<file path="config.mk">
export PLATFORM = sky130hd
export DESIGN_NAME = stream_pattern_scanner
export DESIGN_NICKNAME = d
export VERILOG_FILES = /design/src/rtl/stream_scan_pkg.sv /design/src/rtl/pattern_match_core.sv /design/src/rtl/stream_pattern_scanner.sv
export SDC_FILE = /design/constraint.sdc
export NUM_CORES = 1
export LEC_CHECK = 0
export CORE_ASPECT_RATIO = 1.1
export CORE_MARGIN = 2
export CORE_UTILIZATION = 57
export DETAILED_ROUTE_END_ITERATION = 8
export PLACE_DENSITY = 0.95
export SLEW_MARGIN = 25
export SYNTH_ARGS = -nofsm -noshare
export SYNTH_HDL_FRONTEND = slang
export SYNTH_SLANG_ARGS = --single-unit
</file>
<file path="constraint.sdc">
create_clock -name clock -period 4.7 [get_ports clock]
set_input_delay 1.175 -clock clock [delete_from_list [all_inputs] [get_ports clock]]
set_output_delay 1.175 -clock clock [all_outputs]
set_load 0.03 [all_outputs]
</file>
<file path="src/rtl/stream_scan_pkg.sv">
// Shared types and constants for the stream pattern scanner: FSM states,
// power-up pattern configuration and the pattern-length clamp.
package stream_scan_pkg;

    typedef enum logic [1:0] {
        IDLE   = 2'd0,
        SHIFT  = 2'd1,
        REPORT = 2'd2
    } state_t;

    localparam logic [7:0]  DEFAULT_PATTERN = 8'b0000_0110;
    localparam int unsigned DEFAULT_LEN     = 4;

    // A zero length behaves as a single-bit pattern; anything longer than the
    // history register is cut back to the history depth.
    function automatic int unsigned clamp_len(input int unsigned len,
                                              input int unsigned pat_max);
        if (len == 0)
            return 1;
        if (len > pat_max)
            return pat_max;
        return len;
    endfunction

endpackage

</file>
<file path="src/rtl/pattern_match_core.sv">
// Serial Mealy detector: shifts one bit per valid cycle into a history
// register and flags when the newest len bits equal the programmed pattern.
module pattern_match_core
    import stream_scan_pkg::*;
#(
    parameter int PAT_MAX = 8,
    parameter int LEN_W   = $clog2(PAT_MAX + 1)
) (
    input  logic               clock,
    input  logic               reset_n,
    input  logic               bit_valid,
    input  logic               bit_in,
    input  logic               clear,
    input  logic [PAT_MAX-1:0] pattern,
    input  logic [LEN_W-1:0]   len,
    output logic               hit,
    output logic               match
);

    logic [PAT_MAX-1:0] r_hist;
    logic [LEN_W-1:0]   r_fill;
    logic               r_match;

    logic [PAT_MAX:0]   w_shift;
    logic [PAT_MAX-1:0] w_hist_next;
    logic [PAT_MAX-1:0] w_mask;
    logic [LEN_W-1:0]   w_fill_next;

    always_comb begin
        w_shift     = {r_hist, bit_in};
        w_hist_next = w_shift[PAT_MAX-1:0];
        w_fill_next = (r_fill >= LEN_W'(PAT_MAX)) ? r_fill : r_fill + LEN_W'(1);
        for (int i = 0; i < PAT_MAX; i++)
            w_mask[i] = (i < int'(len));
    end

    // Match is judged on the post-shift history so the completing bit counts.
    assign hit = bit_valid && (w_fill_next >= len) &&
                 ((w_hist_next & w_mask) == (pattern & w_mask));

    always_ff @(posedge clock or negedge reset_n) begin
        if (!reset_n) begin
            r_hist  <= '0;
            r_fill  <= '0;
            r_match <= 1'b0;
        end else begin
            r_match <= hit;
            if (clear) begin
                r_hist <= '0;
                r_fill <= '0;
            end else if (bit_valid) begin
                r_hist <= w_hist_next;
                r_fill <= w_fill_next;
            end
        end
    end

    assign match = r_match;

endmodule

</file>
<file path="src/rtl/stream_pattern_scanner.sv">
// Word-stream front end for pattern_match_core: accepts a word, serialises it
// MSB first through the detector, and reports the saturating per-word match count.
module stream_pattern_scanner
    import stream_scan_pkg::*;
#(
    parameter int WORD_W  = 8,
    parameter int PAT_MAX = 8,
    parameter int CNT_W   = 8,
    parameter int LEN_W   = $clog2(PAT_MAX + 1)
) (
    input  logic               clock,
    input  logic               reset_n,
    input  logic               cfg_load,
    input  logic [PAT_MAX-1:0] cfg_pattern,
    input  logic [LEN_W-1:0]   cfg_len,
    output logic               cfg_busy,
    input  logic               in_valid,
    output logic               in_ready,
    input  logic [WORD_W-1:0]  in_data,
    output logic               out_valid,
    input  logic               out_ready,
    output logic [CNT_W-1:0]   out_count,
    output logic               match_pulse
);

    localparam int                 IDX_W       = (WORD_W > 1) ? $clog2(WORD_W) : 1;
    localparam logic [CNT_W-1:0]   CNT_MAX     = '1;
    localparam logic [PAT_MAX-1:0] RST_PATTERN = PAT_MAX'(DEFAULT_PATTERN);
    localparam logic [LEN_W-1:0]   RST_LEN     = LEN_W'(clamp_len(DEFAULT_LEN, PAT_MAX));

    state_t             r_state;
    state_t             w_state_next;
    logic [WORD_W-1:0]  r_word;
    logic [IDX_W-1:0]   r_idx;
    logic [CNT_W-1:0]   r_cnt;
    logic [PAT_MAX-1:0] r_pat;
    logic [LEN_W-1:0]   r_len;

    logic w_accept;
    logic w_cfg_take;
    logic w_bit_valid;
    logic w_bit;
    logic w_hit;

    always_comb begin
        w_state_next = r_state;
        w_accept     = 1'b0;
        w_bit_valid  = 1'b0;
        case (r_state)
            IDLE: begin
                if (in_valid) begin
                    w_accept     = 1'b1;
                    w_state_next = SHIFT;
                end
            end
            SHIFT: begin
                w_bit_valid = 1'b1;
                if (r_idx == '0)
                    w_state_next = REPORT;
            end
            REPORT: begin
                if (out_ready)
                    w_state_next = IDLE;
            end
            default: w_state_next = IDLE;
        endcase
    end

    // Config changes only land while idle so an in-flight word sees one pattern.
    assign w_cfg_take = cfg_load && (r_state == IDLE);
    assign w_bit      = r_word[r_idx];

    always_ff @(posedge clock or negedge reset_n) begin
        if (!reset_n) begin
            r_state <= IDLE;
            r_idx   <= '0;
            r_cnt   <= '0;
            r_pat   <= RST_PATTERN;
            r_len   <= RST_LEN;
        end else begin
            r_state <= w_state_next;
            if (w_cfg_take) begin
                r_pat <= cfg_pattern;
                r_len <= LEN_W'(clamp_len(32'(cfg_len), PAT_MAX));
            end
            if (w_accept) begin
                r_idx <= IDX_W'(WORD_W - 1);
                r_cnt <= '0;
            end else begin
                if (w_bit_valid)
                    r_idx <= r_idx - IDX_W'(1);
                if (w_hit && (r_cnt != CNT_MAX))
                    r_cnt <= r_cnt + CNT_W'(1);
            end
        end
    end

    always_ff @(posedge clock) begin
        if (w_accept)
            r_word <= in_data;
    end

    pattern_match_core #(
        .PAT_MAX (PAT_MAX),
        .LEN_W   (LEN_W)
    ) u_core (
        .clock     (clock),
        .reset_n   (reset_n),
        .bit_valid (w_bit_valid),
        .bit_in    (w_bit),
        .clear     (w_cfg_take),
        .pattern   (r_pat),
        .len       (r_len),
        .hit       (w_hit),
        .match     (match_pulse)
    );

    assign in_ready  = (r_state == IDLE);
    assign cfg_busy  = (r_state != IDLE);
    assign out_valid = (r_state == REPORT);
    assign out_count = r_cnt;

endmodule
</file>
==> results.md, run 1 <==
* CP bufs+invs at 1
* Total power draw at 0.00177 W
* Hold_ws at 523 ps
* F_max at 355 MHz
* Clk_lat worst skew at 300 ps
* Post-synthesis area per instance at 11.1 um^2
* Total number of vias at 1703
* Die W at 65.2 um
* Hpwl dp at a little over 3 mm
* Clock Skew at 10.0 ps
* CTS HTree Levels at 2
* Critical Path RT at 3520 ps
* Total die area at 0.00464 mm^2
* Final GP Congestion at slightly above 0.8
* WP data arrival at 1640 ps
* Grt ovf at 0
* Peak VDD IR at 334 uV
* Leak pwr at 1.28 nW
* TritonCTS Buffers at 5
* Vias/cell at 5.58
* Max-slew violation count at 0
* Pwr dens at 614 mW/mm^2
* Antenna Cells at 0
* Critical path's slowest cell: clkdlybuf4s50_1
* Reg2Reg Setup Slack at 2270 ps
* GRT Overall Usage at 21.6%
* Clk root buf: clkbuf_8
* FF+latch count, synth at 45
* R2R Path End: out_count[7]
* RSZ-0062 raised after global routing: no
* Worst-Margin Slew at 927 ps
* Resize count post-CTS at 0
* Wire per inst at 14.3 um
* CTS tree: done
* Hold Path Depth at 2
* Cts hold-fix bufs at 0
* Yosys top cell area share at between 30 and 40%
* Synth-to-Final Area Change at 22.9%
* Die H at 71.3 um
* Final setup violation count at 0
* Ys flop type: dfrtp_1
* Share of cells above drive strength 1 at 8.70%
* Clk slew on worst S/H paths at around 80 ps
* Most frequent cells in the layout: nand2_1, clkdlybuf4s50_1, dfrtp_1
* Unique masters post-synth at 42
* I/O pin total at 37
* Worst path cell trace: nor2_1, clkdlybuf4s50_1
* Startpoint Class: register
* MaxCap Viol Count at 0
* Largest stage delay, worst path at 710 ps
* Max_slew headroom at 38.0%
* Area of the core at 0.00396 mm^2
* Routed wire length at 4.35 mm
* DRC at 0
* Fin util at 72.7%
* Postcts setup bufs at 0
* Initial antenna violation count at 0
* EDFF count, synth at 8
* Hold Crit Endpoint: u_core.r_hist[3]
* CTS Buffer Depth at 2
* Cells after Synth at between 200 and 250
* Worst Path Max Fanout at 4
* Status: finished, final reports clean
* Layout net count at 286
* Largest net degree at the start of global routing at 38
* Fin. Hold Viols at 0
* Cells on worst reg2reg path at 8
* First-pass GRT wire length at 7.67 mm
* DR iter-0 viols at 112
* Kind of critical path: reg -> out
* Port bufs at 36
* Final min period at 2820 ps
* Area leader, netlist: dfrtp_1
* Async set-reset flop share out of synthesis at 82.2%
* DRT Pass-1 Iters at 4
* CTS Sinks at 45
* Rows at 24
* Reg-to-Reg Start: u_core.r_fill[0]
* Mapped cell area at between 0.002 and 0.0025 mm^2
* Synthesis Warnings at 0
* Fraction of the cycle the final worst path needs at between 50% and 60%
* Final TNS setup at 0 ps
* Hold_sp: u_core.r_hist[2]
* Number of global-route vias before repair at 1727
* Syn Nets at 246
* DRT antenna net count at 0
* Top post-synthesis cells by area: dfrtp_1, edfxtp_1, nand2_1
* Worst min-delay path class: reg -> reg
* Initial Utilization at 59.2%
* Worst Setup End Kind: output port
* Register area share after synthesis at 49.9%
* Cell family with most CP delay: buffers and inverters
through the flow:
step                setup WS (ps)  std cells  cell area (um^2)
global route                 1790        305              2880
detailed placement           1860        297              2770
floorplan                    2320        212              2340
global placement             1900        297              2770
finish                       1880        305              2880
CTS                          1890        305              2880
final cells by class:
cell class | count | area (um^2)
Multi-Input combinational cell | 150 | 1100
Sequential cell | 45 | 1170
Inverter | 12 | 58.8
Clock buffer | 7 | 86.3
Clock inverter | 1 | 30.0
Timing Repair Buffer | 38 | 375
Tap cell | 52 | 65.1
Fill cell | 286 | 1080
tightest hold or removal path: cells and delay by family, from the launching register on:
family | cells | cell delay (ps)
simple gates | 2 | 110
flops | 1 | 380
metal layers:
layer	share of wire (%)	track usage, %
met1	41	25.7
met2	54	38.0
met3	4.2	4.87
met4	0.83	8.56
met5	0	0
synth_stat cells (all sizes together) (7+ instances only):
cell type / count
inv: 11
nand2b: 8
ha: 9
mux2i: 8
nor2: 7
dfrtp: 34
nand3: 12
edfxtp: 8
o21ai: 7
xnor2: 9
mux2: 11
nand2: 36
cell families (layout without fill, tap and decap cells):
kind of cell	Yosys count	after routing	share of synthesized area, %
AND/OR/NAND/NOR	87	87	19.3
flip-flops	45	45	49.9
AO/OA/AOI/OAI	23	23	7.31
multiplexers	21	21	11.6
buffers and inverters	17	58	3.31
XOR/XNOR	10	10	3.74
adder cells (fa/ha/maj)	9	9	4.80
report_power, final:
| part | switching (W) | internal, W | total (W) |
|---|---|---|---|
| clock | 0.000125 | 0.000173 | 0.000298 |
| sequential | 0.000124 | 0.000541 | 0.000664 |
| combinational | 0.000429 | 0.000378 | 0.000807 |
worst max-delay path by stage:
stage / start / end / slack, ps / cells after the start
after CTS: r_state[0] / in_ready / 1890 / 2
after detailed placement: cfg_load / r_pat[4] / 1860 / 3
after global placement: cfg_load / r_pat[3] / 1900 / 3
final: r_state[0] / in_ready / 1880 / 2
after floorplan: r_state[0] / cfg_busy / 2320 / 2
after global routing: r_state[0] / in_ready / 1790 / 2
state kept, by name (all words and copies together) (netlist names):
| signal | cells |
|---|---|
| r_pat | 8 |
| u_core.match | 1 |
| r_state | 2 |
| r_idx | 3 |
| u_core.r_hist | 7 |
| out_count | 8 |
| u_core.r_fill | 4 |
| r_len | 4 |
| r_word | 8 |
(Power assumes the default switching activity.)
==> run 2, diff against run 1 <==
--- a/config.mk
+++ b/config.mk
@@ -7,9 +7,9 @@
 export LEC_CHECK = 0
 export CORE_ASPECT_RATIO = 1.1
 export CORE_MARGIN = 2
-export CORE_UTILIZATION = 57
+export CORE_UTILIZATION = 48
 export DETAILED_ROUTE_END_ITERATION = 8
-export PLACE_DENSITY = 0.95
+export PLACE_DENSITY = 0.86
 export SLEW_MARGIN = 25
 export SYNTH_ARGS = -nofsm -noshare
 export SYNTH_HDL_FRONTEND = slang
==> constraint.sdc (replaced) <==
create_clock -name clock -period 2.34 [get_ports clock]
set_input_delay 0.585 -clock clock [delete_from_list [all_inputs] [get_ports clock]]
set_output_delay 0.585 -clock clock [all_outputs]
set_load 0.03 [all_outputs]
==> run 2 against run 1 <==
Net effect: utilization down 6.8 points; sequential share of layout area down 2.7 points; via count increased by 2.4%; largest power group unchanged; critical endpoint is now out_count[0]; register-to-register slack lost 2200 ps; critical path type is now reg -> reg.
==> results.md, run 2 (synthesis results as in run 1) <==
* CTS Buffer Depth at 2
* Register Area at roughly 0.0012 mm^2
* Grt ovf at 0
* Largest net degree at the start of global routing at 38
* Initial antenna violation count at 0
* Multi-input logic area at 0.00122 mm^2
* Final GP Congestion at between 0.8 and 0.9
* Rows at 26
* First-pass GRT wire length at 7.92 mm
* Wire per inst at 14.8 um
* Total number of vias at 1744
* Final min period at 2250 ps
* Critical Path RT at 2520 ps
* Worst Path Max Fanout at 5
* DRC at 0
* Max-slew violation count at 0
* I/O pin total at 37
* Leak pwr at between 1 and 1.5 nW
* Most frequent cells in the layout: nand2_1, clkdlybuf4s50_1, dfrtp_1
* Clk slew on worst S/H paths at 80 ps
* Share of cells above drive strength 1 at 15.3%
* DR iter-0 viols at 121
* Area of the core at 0.00468 mm^2
* Total die area at 0.00546 mm^2
* Fin. Hold Viols at 0
* Hpwl dp at 3.26 mm
* Final worst slack at 90.5 ps
* F_max at approximately 440 MHz
* Clk root buf: clkbuf_8
* Kind of critical path: reg -> reg
* Filler Cell Count at 359
* Worst Setup End Kind: register
* Routed wire length at 4.70 mm
* Worst-Margin Slew at between 500 and 600 ps
* Total power draw at 0.00391 W
* Vias/cell at 5.50
* GRT Overall Usage at 18.2%
* TritonCTS Buffers at 5
* Antenna Cells at 0
* Startpoint Class: register
* Clk_lat worst skew at 300 ps
* Peak VDD IR at 621 uV
* Commonest non-fill, non-tap cell in the layout: nand2_1
* RSZ-0062 raised after global routing: yes
* Pre-CTS setup slack at -110 ps
* Fin util at 65.9%
* DRT antenna net count at 0
* Worst min-delay path class: reg -> reg
* Die H at approximately 77 um
* Pwr dens at 1260 mW/mm^2
* DRT Pass-1 Iters at 4
* Max_slew headroom at 60.1%
* Die W at 70.6 um
* Port bufs at 36
* CTS tree: done
* Synth-to-Final Area Change at 31.7%
* MaxCap Viol Count at 0
* Status: finished, final reports clean
* WP data arrival at 2430 ps
* Final setup violation count at 0
* Initial Utilization at 50.1%
* Number of global-route vias before repair at ~1800
* Fraction of the cycle the final worst path needs at 96.1%
* CTS HTree Levels at 2
* CTS Sinks at 45
* Layout net count at just under 300
* Clock Skew at 7.16 ps
## run 2: routing by layer
layer / vias up / share of wire, % / track usage [%]
li1: 836 / - / -
met1: 860 / 42 / 21.4
met2: 40 / 53 / 32.5
met3: 8 / 3.5 / 4.20
met4: 0 / 1.6 / 6.23
met5: - / 0 / 0
## run 2: report_power, final
group	internal, W	total [W]	leakage (nW)	switching, W
sequential	0.00109	0.00132	0.536	0.000238
combinational	0.000994	0.00202	0.775	0.00102
clock	0.000317	0.000566	0.0552	0.000249
total	0.00240	0.00391	1.37	0.00151
## run 2: worst max-delay path, cell delays in order, from the launching register on
cell and delay, ps:
dfrtp_1 390, buf_6 130, buf_6 120, a31o_4 250
ha_4 260, o21a_1 130, o22ai_2 90, or3_4 420
nand4b_4 210, mux2i_1 150
## run 2: area by class of cell
type | instances | area share [%]
Multi-Input combinational cell | 150 | 39.5
Sequential cell | 45 | 37.9
Timing Repair Buffer | 46 | 15.0
Clock buffer | 6 | 2.35
Tap cell | 56 | 2.27
Inverter | 12 | 1.90
Clock inverter | 2 | 1.13
## run 2: path summary, 6_finish.rpt
check                            startpoint            to  slack, ps  depth (start not counted)
setup / recovery           u_core.r_fill[0]  out_count[0]         90                          9
setup reg to reg           u_core.r_fill[0]  out_count[0]         90                          9
hold / removal                     r_idx[1]      r_idx[1]        520                          2
min in group asynchronous           reset_n      r_pat[0]        710                          2
hold reg to reg                    r_idx[1]      r_idx[1]        520                          2
max in group asynchronous           reset_n      r_pat[1]       1280                          2
## run 2: timing repair
item,in CTS,in global routing
endpoints found under the setup margin,8,9
hold buffers,0,0
pin swaps,0,7
hold endpoints to repair,0,0
resized for setup,2,18
setup buffers,0,1
## run 2: per-stage QoR
stage,instances,cell area (um^2),hold WS [ps],TNS (ps)
floorplan,212,2340,289,0
global placement,308,2840,493,0
global route,317,3090,549,-63.5
finish,317,3090,520,0
CTS,316,2950,528,0
detailed placement,308,2840,508,-558
==> run 3, diff against run 2 <==
--- a/config.mk
+++ b/config.mk
@@ -5,11 +5,12 @@
 export SDC_FILE = /design/constraint.sdc
 export NUM_CORES = 1
 export LEC_CHECK = 0
+export ABC_AREA = 1
 export CORE_ASPECT_RATIO = 1.1
 export CORE_MARGIN = 2
 export CORE_UTILIZATION = 48
 export DETAILED_ROUTE_END_ITERATION = 8
-export PLACE_DENSITY = 0.86
+export PLACE_DENSITY_LB_ADDON = 0.12
 export SLEW_MARGIN = 25
 export SYNTH_ARGS = -nofsm -noshare
 export SYNTH_HDL_FRONTEND = slang
==> run 3 against run 2 <==
Net effect: synthesized area decreased by 1.3%; final cell count increased by 20%; clock power decreased by 17%; register-to-register slack improved by 90 ps; final area decreased by 6.5%; global-route usage increased by 1.1 points; worst hold slack got worse by 250 ps; critical path depth increased by 6; critical path type unchanged.
==> results.md, run 3 <==
* Synthesis Warnings at 0
* Critical path's slowest cell: dfrtp_1
* Wire per inst at 12.4 um
* Die W at 70.2 um
* Grt ovf at 0
* Fin. Hold Viols at 0
* Critical path depth at 15
* Total die area at 0.00539 mm^2
* DRT Pass-1 Iters at 4
* EDFF count, synth at 8
* Die H at just under 80 um
* DR iter-0 viols at 125
* CTS Sinks at 45
* Peak VDD IR at 685 uV
* Final setup violation count at 0
* Final min period at ~2200 ps
* Share of cells above drive strength 1 at 11.1%
* Initial antenna violation count at 0
* Cell count after placement at between 300 and 400
* Routed wire length at 4.73 mm
* CTS Buffer Depth at 2
* Clk_lat worst skew at 300 ps
* FF+latch count, synth at 45
* Leak pwr at ~1.5 nW
* Total number of vias at 1878
* Kind of critical path: reg -> reg
* R2R Path End: out_count[6]
* CP bufs+invs at 3
* CTS tree: done
* Status: finished, final reports clean
* DRT antenna net count at 0
* Clock Skew at 11.0 ps
* Unique masters post-synth at 27
* Initial Utilization at 49.8%
* F_max at 463 MHz
* Rows at 26
* I/O pin total at 37
* Layout net count at 358
* WP data arrival at 2400 ps
* Number of global-route vias before repair at roughly 1900
* Fraction of the cycle the final worst path needs at 92.3%
* Mapped cell area at 0.00231 mm^2
* Startpoint Class: register
* Cells after Synth at 276
* Crit path from: u_core.r_fill[0]
* Worst min-delay path class: in -> async
* Filler Cell Count at 421
* Most common cell on crit path: nand2_1
* Top post-synthesis cells by area: dfrtp_1, nand2_1, edfxtp_1
* Area of the core at between 0.004 and 0.005 mm^2
* Largest net degree at the start of global routing at 27
* Cells on worst reg2reg path at 15
* Commonest non-fill, non-tap cell in the layout: nand2_1
* Max-slew violation count at 0
* Worst Setup End Kind: register
* Cts hold-fix bufs at 0
* Register area share after synthesis at roughly half
* TritonCTS Buffers at 5
* Antenna Cells at 0
* Pwr dens at 1170 mW/mm^2
* CTS HTree Levels at 2
* Worst setup path endpoint: out_count[6]
* Reg-to-Reg Start: u_core.r_fill[0]
* Area leader, netlist: dfrtp_1
* Largest stage delay, worst path at 380 ps
* Cell family with most CP delay: simple AND/OR/NAND/NOR gates
* Critical Path RT at 2580 ps
* Worst-Margin Slew at slightly below 600 ps
* Most frequent cells in the layout: nand2_1, inv_1, clkdlybuf4s50_1, dfrtp_1, nand3_1
* List of most frequent post-synthesis cells: nand2_1, inv_1, dfrtp_1, nand3_1, o21ai_0
* Vias/cell at around 4.9
* Clk root buf: clkbuf_8
* Ys flop type: dfrtp_1
* Max_slew headroom at 61.4%
* Syn Nets at 310
* DRC at 0
* Yosys top cell area share at 36.8%
* First-pass GRT wire length at 8.31 mm
* Worst path cell trace: inv_2, ha_1, nand2_1, o21ai_2, ha_1, inv_1, o21bai_1, nand2_1, nand3_2, nand3_2, nor2_4, nand3_4, inv_4, nand2_1, nand2_1
* Async set-reset flop share out of synthesis at between 80 and 90%
* Worst Path Max Fanout at 7
* Synth-to-Final Area Change at 24.7%
* MaxCap Viol Count at 0
* Port bufs at 36
* Most common cell in the netlist: nand2_1
* Final GP Congestion at roughly 0.79
* Post-synthesis area per instance at 8.39 um^2
* Final TNS setup at 0 ps
* Hpwl dp at 3.39 mm
* Clk slew on worst S/H paths at 90 ps
* Reg2Reg Setup Slack at 180 ps
* Final Non-Filler Cells at 381
* GRT Overall Usage at 19.4%
==> run 3: cell count changes after synthesis, sizes merged, moves of 9 or more <==
cell,before,now
mux2,11,0
xnor2,9,0
xor2,1,10
inv,11,48
nand3,12,28
nand2,36,88
==> run 3: per-stage QoR <==
step / util (%) / area [um^2] / hold WS [ps] / power (W) / setup WS, ps
after floorplan: - / 2310 / 289 / 0.00240 / 339
after CTS: 61.4 / 2860 / 290 / 0.00335 / 33.7
final: 62.0 / 2890 / 274 / 0.00339 / 181
after global placement: 59.6 / 2770 / 469 / 0.00284 / 223
after detailed placement: 59.6 / 2770 / 470 / 0.00287 / 172
after global routing: 62.0 / 2890 / 306 / 0.00373 / -1.82
==> run 3: worst min-delay path by stage <==
stage                   end  slack, ps  cells past startpoint
2_1_floorplan  out_count[0]        290                      0
5_1_grt            r_pat[5]        310                      1
3_3_place_gp       r_pat[1]        470                      2
4_1_cts            r_len[0]        290                      1
6_report           r_pat[5]        270                      1
3_5_place_dp       r_pat[1]        470                      2
==> run 3: metal layers <==
metal / global-route usage (%) / part of all wire [%] / routed length, um
met1: 23.8 / 45 / 2140
met2: 32.5 / 49 / 2330
met3: 4.86 / 3.7 / 174
met4: 7.88 / 1.8 / 85
met5: 0 / 0 / 0
==> run 3: kinds of logic (layout without fill, tap and decap cells) <==
family,Yosys count,in the layout,synth area share [%]
DFF,45,45,50.5
adders and majority gates,9,9,4.86
AOI/OAI and AO/OA,29,29,7.08
buffers and inverters,51,99,8.43
xor gates and xnor gates,10,10,3.78
and+or+nand+nor,132,133,25.3
==> run 3: timing repair <==
item | in CTS | in global routing
setup buffers | 0 | 1
setup endpoints to repair | 0 | 10
resized for setup | 0 | 7
==> run 3: cell type report <==
type                    instances  area, um^2  area share (%)
clock buffers                   6        72.6            2.51
clock inverters                 2        10.0           0.347
inverters                      48         183            6.33
multi-input cells             181         971            33.6
flip-flops and latches         45        1170            40.5
well taps                      56        70.1            2.43
repair buffers                 43         410            14.2
==> run 3: report_power, final <==
part | internal (W) | switching, W
registers | 0.00108 | 0.000194
clock network | 0.000207 | 0.000264
logic | 0.000615 | 0.00103
total | 0.00190 | 0.00148
==> RTL edit 1, RTL diff (flow settings as in run 1) <==
Put one more register stage on the output `out_count`, with the module's reset. The value now appears one clock later. The other outputs are not delayed to match.
--- a/src/rtl/stream_pattern_scanner.sv
+++ b/src/rtl/stream_pattern_scanner.sv
@@ -118,6 +118,12 @@
     assign in_ready  = (r_state == IDLE);
     assign cfg_busy  = (r_state != IDLE);
     assign out_valid = (r_state == REPORT);
-    assign out_count = r_cnt;
+    always_ff @(posedge clock or negedge reset_n) begin
+        if (!reset_n) begin
+            out_count <= '0;
+        end else begin
+            out_count <= r_cnt;
+        end
+    end
 
 endmodule
Formal check against the unedited RTL: not equivalent (Yosys sat finds a counterexample within 4 cycles, from zero or initial values and one cycle with reset_n low).
==> RTL edit 1 against run 1 <==
Wire length is 10% higher; sequential power is 13% higher; sequential cell count is 8 higher; area after synthesis is 3.0% higher; setup slack worse by 0.59 ns; cell area is 1.0% higher; clock power is 12% lower; count of clock-buffer cells in the layout stayed put; maximum frequency is 17% lower; total power is 5.1% lower; combinational power is 18% lower; critical endpoint is now r_cnt[5].
==> RTL edit 1: results (changes against run 1) <==
set qor(min_to) {out_count[6]} ;# was u_core.r_hist[3]
set qor(cp-endpoint) {r_cnt[5]} ;# was in_ready
set qor(vdd_ir_drop_max_mv) 0.290 ;# was 0.334 mV
set qor(design.final.nets) 289 ;# was 286
set qor(number_of_cells_traversed_by_the_worst_register_to_register_path) 9 ;# was 8
set qor(first_iter_violations) 107 ;# was 112
set qor(syn_avg_cell_area_um2) 11.1 ;# about the same
set qor(power.leakage_nw) 1.27 ;# was 1.28 nW
set qor(ys_top_cells_by_area) {sky130_fd_sc_hd__dfrtp_1 (44%), sky130_fd_sc_hd__edfxtp_1 (9.9%), sky130_fd_sc_hd__mux2_1 (5.1%)} ;# was sky130_fd_sc_hd__dfrtp_1 (36%), sky130_fd_sc_hd__edfxtp_1 (10%), sky130_fd_sc_hd__nand2_1 (5.8%)
set qor(yosys-top-cells-count) {sky130_fd_sc_hd__dfrtp_1 (42), sky130_fd_sc_hd__nand2_1 (32), sky130_fd_sc_hd__nand3_1 (18)} ;# was sky130_fd_sc_hd__nand2_1 (36), sky130_fd_sc_hd__dfrtp_1 (34), sky130_fd_sc_hd__nand3_1 (12)
set qor(final_cell_area_um2) 2910 ;# was 2880 µm²
set qor(whs_path_depth) 0 ;# was 2
set qor(place.gp.congestion) 0.769 ;# was 0.832
set qor(synth_top_area_share_pct) 43.5 ;# was 36.3%
set qor(async_flop_share_pct) 84.9 ;# was 82.2%
set qor(layout-drive-gt1-share_pct) 6.64 ;# was 8.70%
set qor(placed_area_um2) 2820 ;# was 2770 µm²
set qor(crit_path_max_fanout) 15 ;# was 4
set qor(fin_crit_sh_pct) 72.4 ;# was 59.9%
set qor(grt_max_degree) 46 ;# was 38
set qor(dpl.hpwl_um) 3320 ;# was 3090 µm
set qor(detailroute.via_count) 1782 ;# was 1703
set qor(setup_slack_at_placement_ns) 1.41 ;# was 1.86 ns
set qor(sequential_share_of_the_synthesized_area_pct) 56.7 ;# was 49.9%
set qor(place_inst) 300 ;# was 297
set qor(net-switching-power_w) 0.000648 ;# was 0.000678 W
set qor(outcome) {finished, final reports clean} ;# unchanged
set qor(final_cell_count_no_fill) 308 ;# was 305
RTL edit 1: cell types whose count changed after synthesis, sizes merged, moves of 4 or more:
cell and change:
dfrtp +8, mux2i -7, nand3 +6, nand4b -5, nand2 -4
RTL edit 1: cells by family (layout without fill, tap and decap cells):
family	after synthesis	count (layout)	share of synthesized area, %
muxes	16	16	7.88
AOI/OAI and AO/OA	32	32	8.65
xor gates and xnor gates	9	9	3.26
and+or+nand+nor	79	79	15.9
buffers and inverters	19	58	2.95
adders and majority gates	9	9	4.66
DFF	53	53	56.7
RTL edit 1: cell type report:
| class | count | area share, % |
|---|---|---|
| Tap cell | 52 | 2.23 |
| Timing Repair Buffer | 36 | 12.3 |
| Sequential cell | 53 | 47.0 |
| Multi-Input combinational cell | 145 | 33.4 |
| Inverter | 14 | 1.80 |
| Clock buffer | 7 | 2.96 |
| Clock inverter | 1 | 0.258 |
RTL edit 1: layer usage:
metal | vias to the layer above | GRT usage, % | share of wire [%]
met5 | - | 0 | 0
met4 | 0 | 12.7 | 3.3
met3 | 19 | 5.27 | 4.0
met2 | 55 | 37.5 | 52
met1 | 874 | 28.3 | 41
li1 | 834 | - | -
RTL edit 1: per-stage QoR:
step | hold WS, ns | total power [W]
5_1_grt | 0.455 | 0.00180
4_1_cts | 0.430 | 0.00169
3_5_place_dp | 0.409 | 0.00140
2_1_floorplan | 0.389 | 0.00121
6_report | 0.432 | 0.00168
3_3_place_gp | 0.405 | 0.00136
RTL edit 1: power groups by stage:
| stage | Combinational [W] | Clock (W) | Sequential [W] |
|---|---|---|---|
| floorplan | 0.000470 | 0 | 0.000738 |
| global placement | 0.000618 | 0 | 0.000742 |
| detailed placement | 0.000651 | 0 | 0.000754 |
| CTS | 0.000666 | 0.000273 | 0.000749 |
| global route | 0.000742 | 0.000290 | 0.000770 |
| finish | 0.000665 | 0.000263 | 0.000752 |
RTL edit 1: worst max-delay path, cell delays in order (launching register included):
cell                        delay [ns]
sky130_fd_sc_hd__dfrtp_1          0.44
sky130_fd_sc_hd__inv_1            0.06
sky130_fd_sc_hd__ha_1             0.28
sky130_fd_sc_hd__mux2_2           0.27
sky130_fd_sc_hd__ha_1             0.27
sky130_fd_sc_hd__a2111oi_0        0.09
sky130_fd_sc_hd__a2111oi_0        0.68
sky130_fd_sc_hd__nand4_2          0.45
sky130_fd_sc_hd__or4_1            0.61
sky130_fd_sc_hd__a21oi_1          0.16
==> RTL edit 2, RTL diff (flow settings as in run 1) <==
Made on the original files. `CNT_W`: 8 -> 6.
--- a/src/rtl/stream_pattern_scanner.sv
+++ b/src/rtl/stream_pattern_scanner.sv
@@ -5,7 +5,7 @@
 #(
     parameter int WORD_W  = 8,
     parameter int PAT_MAX = 8,
-    parameter int CNT_W   = 8,
+    parameter int CNT_W   = 6,
     parameter int LEN_W   = $clog2(PAT_MAX + 1)
 ) (
     input  logic               clock,
Ports: changed (resized out_count); port bits go from 37 to 35. The function was not compared with the original's and may differ.
==> RTL edit 2 against run 1 <==
Global-route usage shrank 0.45 points; setup slack got worse by 0.022 ns; area after synthesis is 9.3% lower; synthesized cell count fell by 7.1%; clock skew hardly changed; combinational power decreased by 19%; cell area down 8.6%; core utilization is 0.52 points higher; sequential cell count is 2 lower; maximum frequency fell by 0.77%; total power decreased by 8.4%; wire length decreased by 5.7%; clock power is 6% higher; final cell count shrank 6.9%.
==> RTL edit 2: results (changes against run 1) <==
set qor(timing.hold.worst.start) {r_idx[1]} ;# was u_core.r_hist[2]
set qor(synthDistinctLibCells) 38 ;# was 42
set qor(async_flop_share_pct) 81.4 ;# was 82.2%
set qor(outcome) {finished, final reports clean} ;# unchanged
set qor(final_cell_count_no_fill) 284 ;# was 305
set qor(design.final.nets) 267 ;# was 286
set qor(dr.pass1.iters) 5 ;# was 4
set qor(grt_max_degree) 36 ;# was 38
set qor(port_buffers) 34 ;# was 36
set qor(clock-skew-final_ns) 0.00961 ;# was 0.0100 ns
set qor(global_route.usage.met1_pct) 24.7 ;# was 25.7%
set qor(sequential_share_of_the_synthesized_area_pct) 52.7 ;# was 49.9%
set qor(place.gp.congestion) 0.790 ;# was 0.832
set qor(met3_usage_pct) 4.77 ;# was 4.87%
set qor(placed_area_um2) 2510 ;# was 2770 µm²
set qor(slew_headroom_pct) 42.8 ;# was 38.0%
set qor(syn_avg_cell_area_um2) 10.8 ;# was 11.1 µm²
set qor(worst-endpoint-arrival_ns) 1.66 ;# was 1.64 ns
set qor(first_global_vias) 1592 ;# was 1727
set qor(grt_util_met2_pct) 38.9 ;# was 38.0%
set qor(wl_um) 4110 ;# was 4350 µm
set qor(reg2reg_setup_slack_ns) 1.93 ;# was 2.27 ns
set qor(vdd_ir_drop_max_mv) 0.324 ;# was 0.334 mV
set qor(track_usage_pct) 21.2 ;# was 21.6%
set qor(min_to) {r_idx[1]} ;# was u_core.r_hist[3]
==> RTL edit 2: layout make-up <==
type | instances | area share [%]
multi-input combinational | 134 | 34.9
tap | 50 | 2.37
clock inverter | 1 | 1.14
inverter | 13 | 1.85
timing repair buffer | 36 | 13.5
sequential | 43 | 42.5
clock buffer | 7 | 3.70
==> RTL edit 2: kinds of logic after synthesis <==
group | count (synthesis) | share of synthesized area, %
XOR/XNOR | 10 | 4.12
AO/OA/AOI/OAI | 29 | 8.71
flip-flops | 43 | 52.7
multiplexers | 15 | 9.24
adder cells (fa/ha/maj) | 9 | 5.30
AND/OR/NAND/NOR | 71 | 16.0
buffers and inverters | 20 | 4.00
==> RTL edit 2: report_power, final <==
part           total, W  leakage (nW)  internal (W)  switching [W]
clock          0.000315        0.0636      0.000191       0.000124
combinational  0.000655         0.589      0.000304       0.000351
sequential     0.000651         0.508      0.000521       0.000130
==> RTL edit 2: how the worst max path moves through the flow <==
stage | to | startpoint | slack [ns]
floorplan | cfg_busy | r_state[1] | 2.33
global placement | r_pat[0] | cfg_load | 1.95
detailed placement | r_pat[5] | cfg_load | 1.93
CTS | in_ready | r_state[1] | 1.84
global route | in_ready | r_state[1] | 1.76
finish | in_ready | r_state[1] | 1.86
==> RTL edit 2: per-stage QoR <==
| stage | power, W | hold WS, ns | setup slack (ns) | util (%) |
|---|---|---|---|---|
| final | 0.00162 | 0.530 | 1.86 | 73.3 |
| after global routing | 0.00173 | 0.561 | 1.76 | 73.3 |
| after CTS | 0.00163 | 0.527 | 1.84 | 73.3 |
| after detailed placement | 0.00130 | 0.503 | 1.93 | 69.7 |
| after global placement | 0.00125 | 0.493 | 1.95 | 69.7 |
| after floorplan | 0.00112 | 0.479 | 2.33 | - |
==> RTL edit 2: metal layers <==
metal | vias up | routed length, µm
met5 | - | 0
met4 | 0 | 67
met3 | 7 | 159
met2 | 40 | 2160
met1 | 743 | 1720
li1 | 756 | -
==> RTL edit 2: worst max-delay path: cells and delay by family, from the launching register on <==
| family | cells | cell delay, ns |
|---|---|---|
| AND/OR/NAND/NOR | 1 | 0.24 |
| flip-flops | 1 | 0.41 |
| buffers and inverters | 1 | 0.72 |
